File: src/rtl/writeback_pkg.sv
// Opcode classes, source-select codes and FSM state shared by the writeback stage.
package writeback_pkg;

  localparam logic [5:0] OPC_MOV    = 6'h04;
  localparam logic [5:0] OPC_LDI    = 6'h05;
  localparam logic [5:0] OPC_ALU_LO = 6'h08;
  localparam logic [5:0] OPC_ALU_HI = 6'h0F;
  localparam logic [5:0] OPC_LD     = 6'h10;
  localparam logic [5:0] OPC_ST     = 6'h11;

  typedef enum logic [2:0] {
    SEL_RS1,
    SEL_IMM,
    SEL_ALU,
    SEL_DM,
    SEL_NONE,
    SEL_ILL
  } sel_t;

  typedef enum logic {
    IDLE,
    LOAD_WAIT
  } state_t;

endpackage

File: src/rtl/wb_opc_decode.sv
// Combinational opcode -> result-source decode; zero latency, no flow control.
module wb_opc_decode
  import writeback_pkg::*;
#(
  parameter int OPC_W = 6
) (
  input  logic [OPC_W-1:0] opc,
  output sel_t             sel
);

  always_comb begin
    sel = SEL_ILL;
    if (opc == OPC_W'(OPC_MOV))
      sel = SEL_RS1;
    else if (opc == OPC_W'(OPC_LDI))
      sel = SEL_IMM;
    else if (opc >= OPC_W'(OPC_ALU_LO) && opc <= OPC_W'(OPC_ALU_HI))
      sel = SEL_ALU;
    else if (opc == OPC_W'(OPC_LD))
      sel = SEL_DM;
    else if (opc == OPC_W'(OPC_ST))
      sel = SEL_NONE;
  end

endmodule

File: src/rtl/writeback_select.sv
// Writeback stage: 1-cycle result for MOV/LDI/ALU, loads wait for DM_VALID with IN_READY low.
// Define WB_TIMEOUT_EN to add the LOAD_WAIT watchdog (WB_ERR after LOAD_TIMEOUT idle wait cycles).
module writeback_select
  import writeback_pkg::*;
#(
  parameter int DATA_W       = 32,
  parameter int OPC_W        = 6,
  parameter int RD_W         = 5,
  parameter int LOAD_TIMEOUT = 15
) (
  input  logic              clock,
  input  logic              reset_n,
  input  logic              IN_VALID,
  output logic              IN_READY,
  input  logic [OPC_W-1:0]  OPC,
  input  logic [RD_W-1:0]   RD_ADDR,
  input  logic [DATA_W-1:0] RS1,
  input  logic [DATA_W-1:0] IMMVAL,
  input  logic [DATA_W-1:0] ALUOUT,
  input  logic [DATA_W-1:0] DOUT_DM,
  input  logic              DM_VALID,
  output logic              WB_VALID,
  output logic [RD_W-1:0]   WB_ADDR,
  output logic [DATA_W-1:0] WB_DATA,
  output logic              WB_ERR
);

  state_t            state, state_nxt;
  sel_t              sel;
  logic [DATA_W-1:0] src_data;
  logic              wb_valid_q, wb_valid_nxt;
  logic              wb_err_q, wb_err_nxt;
  logic [DATA_W-1:0] wb_data_q, wb_data_nxt;
  logic [RD_W-1:0]   wb_addr_q, wb_addr_nxt;
  logic [RD_W-1:0]   rd_cap_q, rd_cap_nxt;

`ifdef WB_TIMEOUT_EN
  localparam logic [7:0] TIMEOUT_LAST = 8'(LOAD_TIMEOUT - 1);
  logic [7:0] cnt_q, cnt_nxt;
`else
  logic unused_cfg;
  assign unused_cfg = (LOAD_TIMEOUT == 0);
`endif

  wb_opc_decode #(.OPC_W(OPC_W)) u_decode (
    .opc (OPC),
    .sel (sel)
  );

  always_comb begin
    src_data = ALUOUT;
    case (sel)
      SEL_RS1: src_data = RS1;
      SEL_IMM: src_data = IMMVAL;
      default: src_data = ALUOUT;
    endcase
  end

  always_comb begin
    state_nxt    = state;
    wb_valid_nxt = 1'b0;
    wb_err_nxt   = 1'b0;
    wb_data_nxt  = wb_data_q;
    wb_addr_nxt  = wb_addr_q;
    rd_cap_nxt   = rd_cap_q;
`ifdef WB_TIMEOUT_EN
    cnt_nxt      = cnt_q;
`endif
    case (state)
      IDLE: begin
        if (IN_VALID) begin
          case (sel)
            SEL_RS1, SEL_IMM, SEL_ALU: begin
              // Register 0 is hardwired: no strobe, and outputs keep their last write.
              if (RD_ADDR != '0) begin
                wb_valid_nxt = 1'b1;
                wb_addr_nxt  = RD_ADDR;
                wb_data_nxt  = src_data;
              end
            end
            SEL_DM: begin
              rd_cap_nxt = RD_ADDR;
              state_nxt  = LOAD_WAIT;
`ifdef WB_TIMEOUT_EN
              cnt_nxt    = '0;
`endif
            end
            SEL_ILL: wb_err_nxt = 1'b1;
            default: ;
          endcase
        end
      end
      LOAD_WAIT: begin
        // Returning data takes priority over the watchdog on the same edge.
        if (DM_VALID) begin
          state_nxt = IDLE;
          if (rd_cap_q != '0) begin
            wb_valid_nxt = 1'b1;
            wb_addr_nxt  = rd_cap_q;
            wb_data_nxt  = DOUT_DM;
          end
        end
`ifdef WB_TIMEOUT_EN
        else if (cnt_q == TIMEOUT_LAST) begin
          state_nxt  = IDLE;
          wb_err_nxt = 1'b1;
        end else begin
          cnt_nxt = cnt_q + 8'd1;
        end
`endif
      end
      default: state_nxt = IDLE;
    endcase
  end

  always_ff @(posedge clock) begin
    if (!reset_n) begin
      state      <= IDLE;
      wb_valid_q <= 1'b0;
      wb_err_q   <= 1'b0;
      wb_data_q  <= '0;
      wb_addr_q  <= '0;
      rd_cap_q   <= '0;
`ifdef WB_TIMEOUT_EN
      cnt_q      <= '0;
`endif
    end else begin
      state      <= state_nxt;
      wb_valid_q <= wb_valid_nxt;
      wb_err_q   <= wb_err_nxt;
      wb_data_q  <= wb_data_nxt;
      wb_addr_q  <= wb_addr_nxt;
      rd_cap_q   <= rd_cap_nxt;
`ifdef WB_TIMEOUT_EN
      cnt_q      <= cnt_nxt;
`endif
    end
  end

  assign IN_READY = (state == IDLE);
  assign WB_VALID = wb_valid_q;
  assign WB_ERR   = wb_err_q;
  assign WB_DATA  = wb_data_q;
  assign WB_ADDR  = wb_addr_q;

endmodule

File: config.mk
export PLATFORM = sky130hd
export DESIGN_NAME = writeback_select
export DESIGN_NICKNAME = d
export VERILOG_FILES = /design/src/rtl/writeback_pkg.sv /design/src/rtl/wb_opc_decode.sv /design/src/rtl/writeback_select.sv
export SDC_FILE = /design/constraint.sdc
export NUM_CORES = 1
export LEC_CHECK = 0
export CAP_MARGIN = 20
export CORE_MARGIN = 3
export CORE_UTILIZATION = 32
export DETAILED_ROUTE_END_ITERATION = 16
export GPL_TIMING_DRIVEN = 0
export PLACE_DENSITY = 0.76
export SLEW_MARGIN = 20
export SYNTH_ARGS = -nofsm -noshare
export SYNTH_HDL_FRONTEND = slang
export SYNTH_SLANG_ARGS = --single-unit
File: constraint.sdc
create_clock -name clock -period 1.62 [get_ports clock]
set_input_delay 0.162 -clock clock [delete_from_list [all_inputs] [get_ports clock]]
set_output_delay 0.162 -clock clock [all_outputs]
set_load 0.1 [all_outputs]
# After elaboration in Yosys (flattened, before gate mapping)

Cells that the tools add are included.
Widths: inputs -> output; s select.

Register bits: 45
Input bits: 143

Order comparisons: 2
Equality and inequality tests: 13
Multiplexer cells: 29
Bitwise logic cells: 3
Reduce and logical (&&, ||, !) cells: 8

Operator list:

| kind               | number |
|---|---|
| $mux 32            | 5 |
| $pmux 32 s2        | 2 |
| $mux 5             | 5 |
| $eq 6x3->1 const B | 2 |
| $eq 6x5->1 const B | 2 |
| $mux 3             | 4 |
| $mux 1             | 10 |
| $pmux 5 s2         | 1 |
| $reduce_bool 5->1  | 2 |
| $eq 3x2->1 const B | 2 |
| $ge 6x4->1 const B | 1 |
| $le 6x4->1 const B | 1 |
| $ne 2x1->1 const B | 3 |
| $reduce_or 3->1    | 2 |
| $reduce_and 5->1   | 1 |
| $ne 2x2->1 const B | 2 |
| $pmux 1 s2         | 2 |
| $eq 3x1->1 const B | 1 |
| $eq 3x3->1 const B | 1 |
| $logic_not 3->1    | 1 |
| $not 1->1          | 3 |
| $reduce_and 3->1   | 1 |
| $logic_and 1x1->1  | 1 |

# Depth between registers and ports, before layout

Gate-level depths: netlist (run 1).

Word-level depth: 12
Gate-level depth with buffers: 7

# Hierarchy

A second synthesis (run 1) with hierarchy kept.

Cell total of the unflattened synthesis: 313
Area total of the unflattened synthesis: 2586.2 µm²

Modules (own cells, without submodules):

| module           | instances | cells an instance | area an instance (µm²) | sequential area each (µm²) |
|---|---|---|---|---|
| writeback_select | 1         | 303               | 2518.7                 | 900.9 |
| wb_opc_decode    | 1         | 10                | 67.6                   | 0.0 |

# Least setup slack after synthesis (run 1)

No wires, ideal clock.

Kind: register -> register
Start point: register state
End point: register wb_data_q[13] (netlist: WB_DATA[13])
Setup time: 0.074 ns
Arrival time: 1.999 ns
Setup slack: -0.454 ns
Cell stages (with the launch flop): 6
Path buffers: 2
Clock period less this slack: 2.074 ns
Cell sequence: dfxtp_1 > clkbuf_1 > clkinv_1 > clkbuf_1 > a311oi_1 > o2bb2ai_1

Longest elaborated chain between the ends: 3
Elaborated cells between the ends (all ways): 8
Classes of those cells: eq/ne: 5; mux: 1; bitwise: 1; reduce/logical: 1

RTL lines:

| element                                                   | line                    | text |
|---|---|---|
| start: declaration                                        | writeback_select.sv:28  | `state_t state, state_nxt;` |
| start signal: assignment                                  | writeback_select.sv:128 | `state <= state_nxt;` |
| $not 1->1 *                                               | -                       |  |
| via IN_READY                                              | writeback_select.sv:14  | `output logic IN_READY,` |
| $ne 2x1->1 (no line) / $ne 2x2->1 (equally long branches) | -                       |  |
| $reduce_and 5->1 (no line)                                | -                       |  |
| end signal: assignment                                    | writeback_select.sv:131 | `wb_data_q <= wb_data_nxt;` |
| end: declaration                                          | writeback_select.sv:33  | `logic [DATA_W-1:0] wb_data_q, wb_data_nxt;` |

Mark *: on every way through the listed nets, which the timed path passes. The rest lies on a longest branch.
A chain may end at the register's enable or synchronous reset.

# Worst setup path after layout (run 1)

Start point: register rd_cap_q[3]
End point: register wb_data_q[14] (netlist: WB_DATA[14])

Longest elaborated chain between the ends: 3

RTL lines:

| element                    | line                    | text |
|---|---|---|
| start: declaration         | writeback_select.sv:35  | `logic [RD_W-1:0] rd_cap_q, rd_cap_nxt;` |
| start signal: assignment   | writeback_select.sv:133 | `rd_cap_q <= rd_cap_nxt;` |
| $reduce_bool 5->1          | writeback_select.sv:97  | `if (rd_cap_q != '0) begin` |
| $ne 2x1->1 (no line)       | -                       |  |
| $reduce_and 5->1 (no line) | -                       |  |

Every way passes these cells.

==> results of run 1 <==
-- state kept, by name, summed over array words and instances, names as in the netlist --
register / count
WB_ADDR: 5
rd_cap_q: 5
WB_DATA: 32
state: 1
WB_VALID: 1
WB_ERR: 1
-- final cells by class --
cell class | instances | area, um^2 | share of cell area
multi-input combinational | 206 | 1690 | 0.340
tap | 102 | 128 | 0.0257
sequential | 45 | 907 | 0.182
buffer | 28 | 176 | 0.0355
inverter | 5 | 21.3 | 0.00428
clock inverter | 3 | 65.1 | 0.0131
clock buffer | 5 | 68.8 | 0.0138
timing repair buffer | 187 | 1920 | 0.386
-- per-layer routing --
metal	global-route usage	up-vias	routed length, um
met5	0	-	0
met4	0.0421	0	101
met3	0.0433	6	549
met2	0.393	106	5640
met1	0.267	1483	4500
li1	-	1482	-
-- cell usage in the layout, fill, tap and decap left out, drive strengths merged, types with 2 or more instances in the layout --
cell type	synthesis	final
a311oi	32	32
and2	32	32
buf	11	16
bufinv	0	2
clkbuf	18	24
clkdlybuf4s15	0	39
clkdlybuf4s50	0	137
dfxtp	45	45
dlygate4sd2	0	4
inv	4	5
mux2i	42	42
nand2	11	11
nor2	6	6
nor3	32	32
o2bb2ai	37	37
or4	2	2
-- power breakdown --
| part | internal, W | total (W) | switching, W |
|---|---|---|---|
| Combinational | 0.000475 | 0.000932 | 0.000457 |
| Sequential | 0.00114 | 0.00116 | 0.0000220 |
| Clock | 0.000613 | 0.00101 | 0.000399 |
-- worst max-delay path by stage --
stage                                         from                       end  slack, ns  cells after the start
after floorplan           rd_cap_q[0]$_SDFFE_PN0P_  WB_DATA[10]$_SDFFE_PN0P_      -0.04                      7
after global placement            state$_SDFF_PN0_                  IN_READY      -1.04                      4
after detailed placement          state$_SDFF_PN0_                  IN_READY      -0.99                      4
after CTS                 rd_cap_q[0]$_SDFFE_PN0P_   WB_DATA[8]$_SDFFE_PN0P_      -0.15                      7
after global routing      rd_cap_q[3]$_SDFFE_PN0P_  WB_DATA[25]$_SDFFE_PN0P_      -0.27                      7
final                     rd_cap_q[3]$_SDFFE_PN0P_  WB_DATA[14]$_SDFFE_PN0P_      -0.22                      7
-- logic make-up after synthesis --
family | share of synthesized area
and+or+nand+nor | 0.191
AOI/OAI and AO/OA | 0.246
DFF | 0.340
muxes | 0.159
buffers and inverters | 0.0633
-- what timing repair did --
item / 4_1_cts / 5_1_grt
setup endpoints to repair: 84 / 39
hold endpoints to repair: 0 / 0
setup buffers: 4 / 1
gates resized for setup: 141 / 26
cloned: 0 / 1
pin swaps: 7 / 11
-- through the flow --
stage | cell area [um^2] | worst slack, ns | utilization | TNS [ns] | hold WS (ns)
3_3_place_gp | 4590 | -1.04 | 0.582 | -21.96 | 0.445
6_report | 4970 | -0.217 | 0.631 | -6.98 | 0.466
2_1_floorplan | 2650 | -0.0372 | - | -0.731 | 0.304
5_1_grt | 4970 | -0.266 | 0.631 | -9.11 | 0.481
4_1_cts | 4830 | -0.154 | 0.612 | -5.14 | 0.470
3_5_place_dp | 4590 | -0.994 | 0.582 | -23.01 | 0.445
==> metrics.csv, run 1 <==
stage,metric,value,unit
run_status,outcome,finished with violations,
run_status,failing checks,setup timing,
clock_tree,total clock sinks,45,
clock_tree,cts bufs inserted,5,
global_routing,grt ovf,0,
worst_setup_path,CP required,1.80,ns
sta,final setup vio count,38,
min_path,worst hold start,WB_DATA[6]$_SDFFE_PN0P_,
global_routing,pin count of the biggest net entering global routing,15,
power_and_ir_drop,Worst VDD drop,0.340,mV
worst_setup_path,crit-path max cell delay,0.53,ns
clock_tree,clock slew seen by the registers of the worst setup and hold paths,0.10,ns
floorplan,die area,9400,um^2
yosys,most frequent cells after synthesis,"45 x dfxtp_1, 42 x mux2i_1, 37 x o2bb2ai_1",
min_path,worst min-delay path category,reg2reg,
min_path,Min-Delay Endpoint,WB_DATA[6]$_SDFFE_PN0P_,
yosys,Main synth FF type,dfxtp_1,
yosys,cell taking the most area after synthesis,dfxtp_1,
global_routing,initial antenna violation count,0,
cells_and_area,Post-layout nets,621,
cells_and_area,n_diodes,0,
flow_run,max_cap viols,0,
clock_tree,# hold bufs at CTS,0,
yosys,Mean Syn Cell Area,9.29,um^2
cells_and_area,area grow syn2layout,88.0,%
sta,Slew @ Worst Pin,0.945,ns
power_and_ir_drop,Final Power,0.00310,W
clock_tree,CTS tree,done,
global_routing,global-route wire length before repair,16900,um
route,drt first pass iters,4,
worst_setup_path,crit path max fanout,6,
cells_and_area,fraction of layout cells with a size suffix above 1,0.203,
worst_setup_path,Crit Path Category,reg2reg,
cells_and_area,Final Non-Filler Cells,581,
yosys,Synth Register Bits,45,
worst_setup_path,Critical Path AT,2.02,ns
worst_setup_path,worst reg-to-reg path cell count,7,
floorplan,Starting Density,0.336,
cells_and_area,fillcell total,682,
clock_tree,Worst-Skew Late Latency,0.30,ns
route,vias per inst,5.30,
worst_setup_path,CP startpoint kind,flip-flop,
floorplan,Row Count,32,
floorplan,# IOs,183,
route,routed length per placed instance,18.6,um
yosys,share of Yosys cell area claimed by the top area cell type,0.340,
yosys,Syn Std Cell Area,2650,um^2
yosys,Syn Nets,428,
route,DRC violations left,0,
placed_design,dpl hpwl,8190,um
sta,Final Cycle Share,1.13,
sta,slew margin rel.,0.373,
worst_setup_path,cell family with most CP delay,simple AND/OR/NAND/NOR gates,
sta,final slew viol count,0,
floorplan,Core ar.,7890,um^2
route,DR vias,3077,
yosys,synth warn,0,
clock_tree,CTS max path bufs,2,
floorplan,die height,96.9,um
worst_setup_path,endpoint type of the worst setup path,flip-flop,
sta,Final Hold Vio Count,0,
sta,Period minus WS final,1.84,ns
sta,final setup margin,-0.217,ns
yosys,synth top area cells,"dfxtp_1 34%, mux2i_1 16%, o2bb2ai_1 12%, a311oi_1 11%, and2_1 7.6%",
route,Post-DRT Antenna Nets,0,
worst_setup_path,worst reg2reg startpoint,rd_cap_q[3]$_SDFFE_PN0P_,
power_and_ir_drop,Cell Pwr Density,624,nW/um^2
placed_design,# port buffers,181,
placed_design,Placed Cells,568,
yosys,sequential-to-total area share from yosys stat,0.340,
sta,Max Clock Skew,0.0131,ns
floorplan,die width,96.9,um
yosys,Gate Count Post-Synth,285,
clock_tree,root buffer cell,clkbuf_8,
yosys,"EDFF count, synth",0,
worst_setup_path,CP max-delay cell,or4_4,
yosys,async set-or-reset flop fraction in the synthesized netlist,0,
sta,fmax,0.544,GHz
worst_setup_path,capture point of the worst reg-to-reg path,WB_DATA[14]$_SDFFE_PN0P_,
yosys,Netlist cell types,29,
placed_design,Placer Congestion,0.830,
worst_setup_path,Reg2Reg Setup Slack,-0.22,ns
global_routing,vias in the first global route,3309,
yosys,"count leader, synth",dfxtp_1,
route,total wire length,10800,um
worst_setup_path,"Cell Chain, Critical Path",or4_4 -> o211ai_2 -> o41ai_4 -> nand2_1 -> buf_6 -> clkbuf_16 -> o2bb2ai_2,
worst_setup_path,WP buf/inv,2,
route,DR iter-0 viols,98,
global_routing,Overall Global Routing Usage,0.217,
power_and_ir_drop,Pleak,1.83,nW
sta,RSZ-0062 raised after global routing,true,
clock_tree,H-Tree Depth,2,
min_path,hold depth,1,
(Power assumes the default switching activity.)
==> inputs of run 2 (changes only) <==
--- a/config.mk
+++ b/config.mk
@@ -11,6 +11,7 @@
 export DETAILED_ROUTE_END_ITERATION = 16
 export GPL_TIMING_DRIVEN = 0
 export PLACE_DENSITY = 0.76
+export REMOVE_ABC_BUFFERS = 1
 export SLEW_MARGIN = 20
 export SYNTH_ARGS = -nofsm -noshare
 export SYNTH_HDL_FRONTEND = slang
==> metrics.csv, run 2 (synthesized netlist as in run 1, its figures left out) <==
stage,metric,value,unit
run_status,outcome,finished with violations,
run_status,failing checks,setup timing,
placed_design,# port buffers,182,
sta,final setup vio count,39,
worst_setup_path,endpoint type of the worst setup path,flip-flop,
route,Post-DRT Antenna Nets,0,
min_path,worst min-delay path category,reg2reg,
clock_tree,cts bufs inserted,5,
route,routed length per placed instance,19.3,um
worst_setup_path,Critical Path AT,2.08,ns
clock_tree,root buffer cell,clkbuf_8,
global_routing,pin count of the biggest net entering global routing,37,
clock_tree,# hold bufs at CTS,0,
cells_and_area,most frequent cells in the layout,"137 x clkdlybuf4s50_1, 43 x dfxtp_1, 42 x mux2i_1, 37 x clkdlybuf4s15_2",
floorplan,Core ar.,7890,um^2
cells_and_area,Largest register FFs,32,
cells_and_area,fraction of layout cells with a size suffix above 1,0.189,
floorplan,die height,96.9,um
global_routing,vias in the first global route,3294,
power_and_ir_drop,Worst VDD drop,0.447,mV
clock_tree,CTS tree,done,
cells_and_area,"commonest non-fill, non-tap cell in the layout",clkdlybuf4s50_1,
sta,Max Clock Skew,0.00950,ns
global_routing,global-route wire length before repair,17100,um
clock_tree,total clock sinks,45,
cells_and_area,n_diodes,0,
clock_tree,H-Tree Depth,2,
global_routing,grt ovf,0,
sta,final setup margin,-0.240,ns
sta,Final Cycle Share,1.15,
route,DR vias,3071,
sta,Period minus WS final,1.86,ns
sta,final slew viol count,0,
floorplan,Starting Density,0.336,
sta,Fin Setup TNS,-8.22,ns
floorplan,die width,96.9,um
route,DRC violations left,0,
worst_setup_path,CP startpoint kind,flip-flop,
power_and_ir_drop,Pleak,1.78,nW
worst_setup_path,CP required,1.84,ns
global_routing,Overall Global Routing Usage,0.223,
route,DR iter-0 viols,78,
floorplan,# IOs,183,
worst_setup_path,Crit Path Category,reg2reg,
sta,slew margin rel.,0.535,
sta,RSZ-0062 raised after global routing,true,
cells_and_area,fillcell total,694,
placed_design,Placer Congestion,0.813,
sta,Slew @ Worst Pin,0.695,ns
placed_design,dpl ws,-1.21,ns
global_routing,initial antenna violation count,0,
route,vias per inst,5.45,
floorplan,die area,9400,um^2
worst_setup_path,crit path max fanout,17,
route,drt first pass iters,4,
sta,fmax,0.538,GHz
clock_tree,CTS max path bufs,2,
floorplan,Row Count,32,
sta,WHS,0.466,ns
cells_and_area,Post-layout nets,603,
placed_design,dpl hpwl,6730,um
clock_tree,Worst-Skew Late Latency,0.30,ns
cells_and_area,"Core Util, Final",0.627,
cells_and_area,area grow syn2layout,86.9,%
power_and_ir_drop,Cell Pwr Density,607,nW/um^2
clock_tree,clock slew seen by the registers of the worst setup and hold paths,0.09,ns
flow_run,max_cap viols,0,
route,total wire length,10900,um
sta,Final Hold Vio Count,0,
[run 2: cell types whose count changed in the layout (fill, tap and decap cells not counted), sizes merged]
cell           previous run  this run
dlygate4sd2               4         2
nand2                    11        12
inv                       5         4
clkbuf                   24         9
clkdlybuf4s15            39        37
clkinvlp                  0         1
dlymetal6s2s              0         1
nand3                     1         3
bufinv                    2         1
buf                      16        13
nor2                      6         7
[run 2: path summary, 6_finish.rpt]
path	start	to	slack (ns)	cells past startpoint
hold / removal	WB_DATA[16]$_SDFFE_PN0P_	WB_DATA[16]$_SDFFE_PN0P_	0.47	1
setup / recovery	rd_cap_q[0]$_SDFFE_PN0P_	WB_DATA[29]$_SDFFE_PN0P_	-0.24	7
hold reg to reg	WB_DATA[16]$_SDFFE_PN0P_	WB_DATA[16]$_SDFFE_PN0P_	0.47	1
setup reg to reg	rd_cap_q[0]$_SDFFE_PN0P_	WB_DATA[29]$_SDFFE_PN0P_	-0.24	7
[run 2: critical path, stage by stage (launching register included)]
cell and delay (ns):
dfxtp_2 0.34, or4_4 0.55, o211ai_4 0.19, o41ai_4 0.11, buf_12 0.16, nor2_4 0.14, buf_12 0.17, o2bb2ai_1 0.12
[run 2: layer usage]
layer	GRT usage	vias up	share of wire	wire length, um
li1	-	1457	-	-
met1	0.252	1463	0.41	4500
met2	0.401	139	0.50	5430
met3	0.0750	12	0.076	828
met4	0.0551	0	0.012	128
met5	0	-	0	0
[run 2: power by group]
part	internal (W)	leakage, nW	switching (W)
clock network	0.000502	0.0574	0.000385
logic	0.000485	1.36	0.000468
registers	0.00114	0.366	0.0000235
total	0.00212	1.78	0.000876
[run 2: layout make-up]
cell class / instances / area, um^2 / area share
clock buffers: 6 / 82.6 / 0.0167
flip-flops and latches: 45 / 906 / 0.183
multi-input cells: 210 / 1750 / 0.354
repair buffers: 193 / 2020 / 0.408
inverters: 5 / 23.8 / 0.00481
clock inverters: 2 / 37.5 / 0.00759
well taps: 102 / 128 / 0.0258
[run 2: through the flow]
step / power, W / instance area [um^2] / instances
finish: 0.00300 / 4940 / 563
global placement: 0.00205 / 4450 / 540
floorplan: 0.00158 / 2500 / 256
global route: 0.00313 / 4940 / 563
CTS: 0.00300 / 4870 / 561
detailed placement: 0.00207 / 4490 / 541
[run 2: repair_timing]
| item | CTS | global route |
|---|---|---|
| endpoints found under the setup margin | 85 | 47 |
| buffers inserted | 10 | 1 |
| cloned | 3 | 1 |
| resized for setup | 138 | 18 |
| hold endpoints to repair | 0 | 0 |
| pin swaps | 3 | 2 |
==> inputs of run 3 (changes only) <==
--- a/config.mk
+++ b/config.mk
@@ -5,7 +5,6 @@
 export SDC_FILE = /design/constraint.sdc
 export NUM_CORES = 1
 export LEC_CHECK = 0
-export CAP_MARGIN = 20
 export CORE_MARGIN = 3
 export CORE_UTILIZATION = 32
 export DETAILED_ROUTE_END_ITERATION = 16
==> results of run 3 <==
Final layout, timing and power as in run 2 (identical DEF).
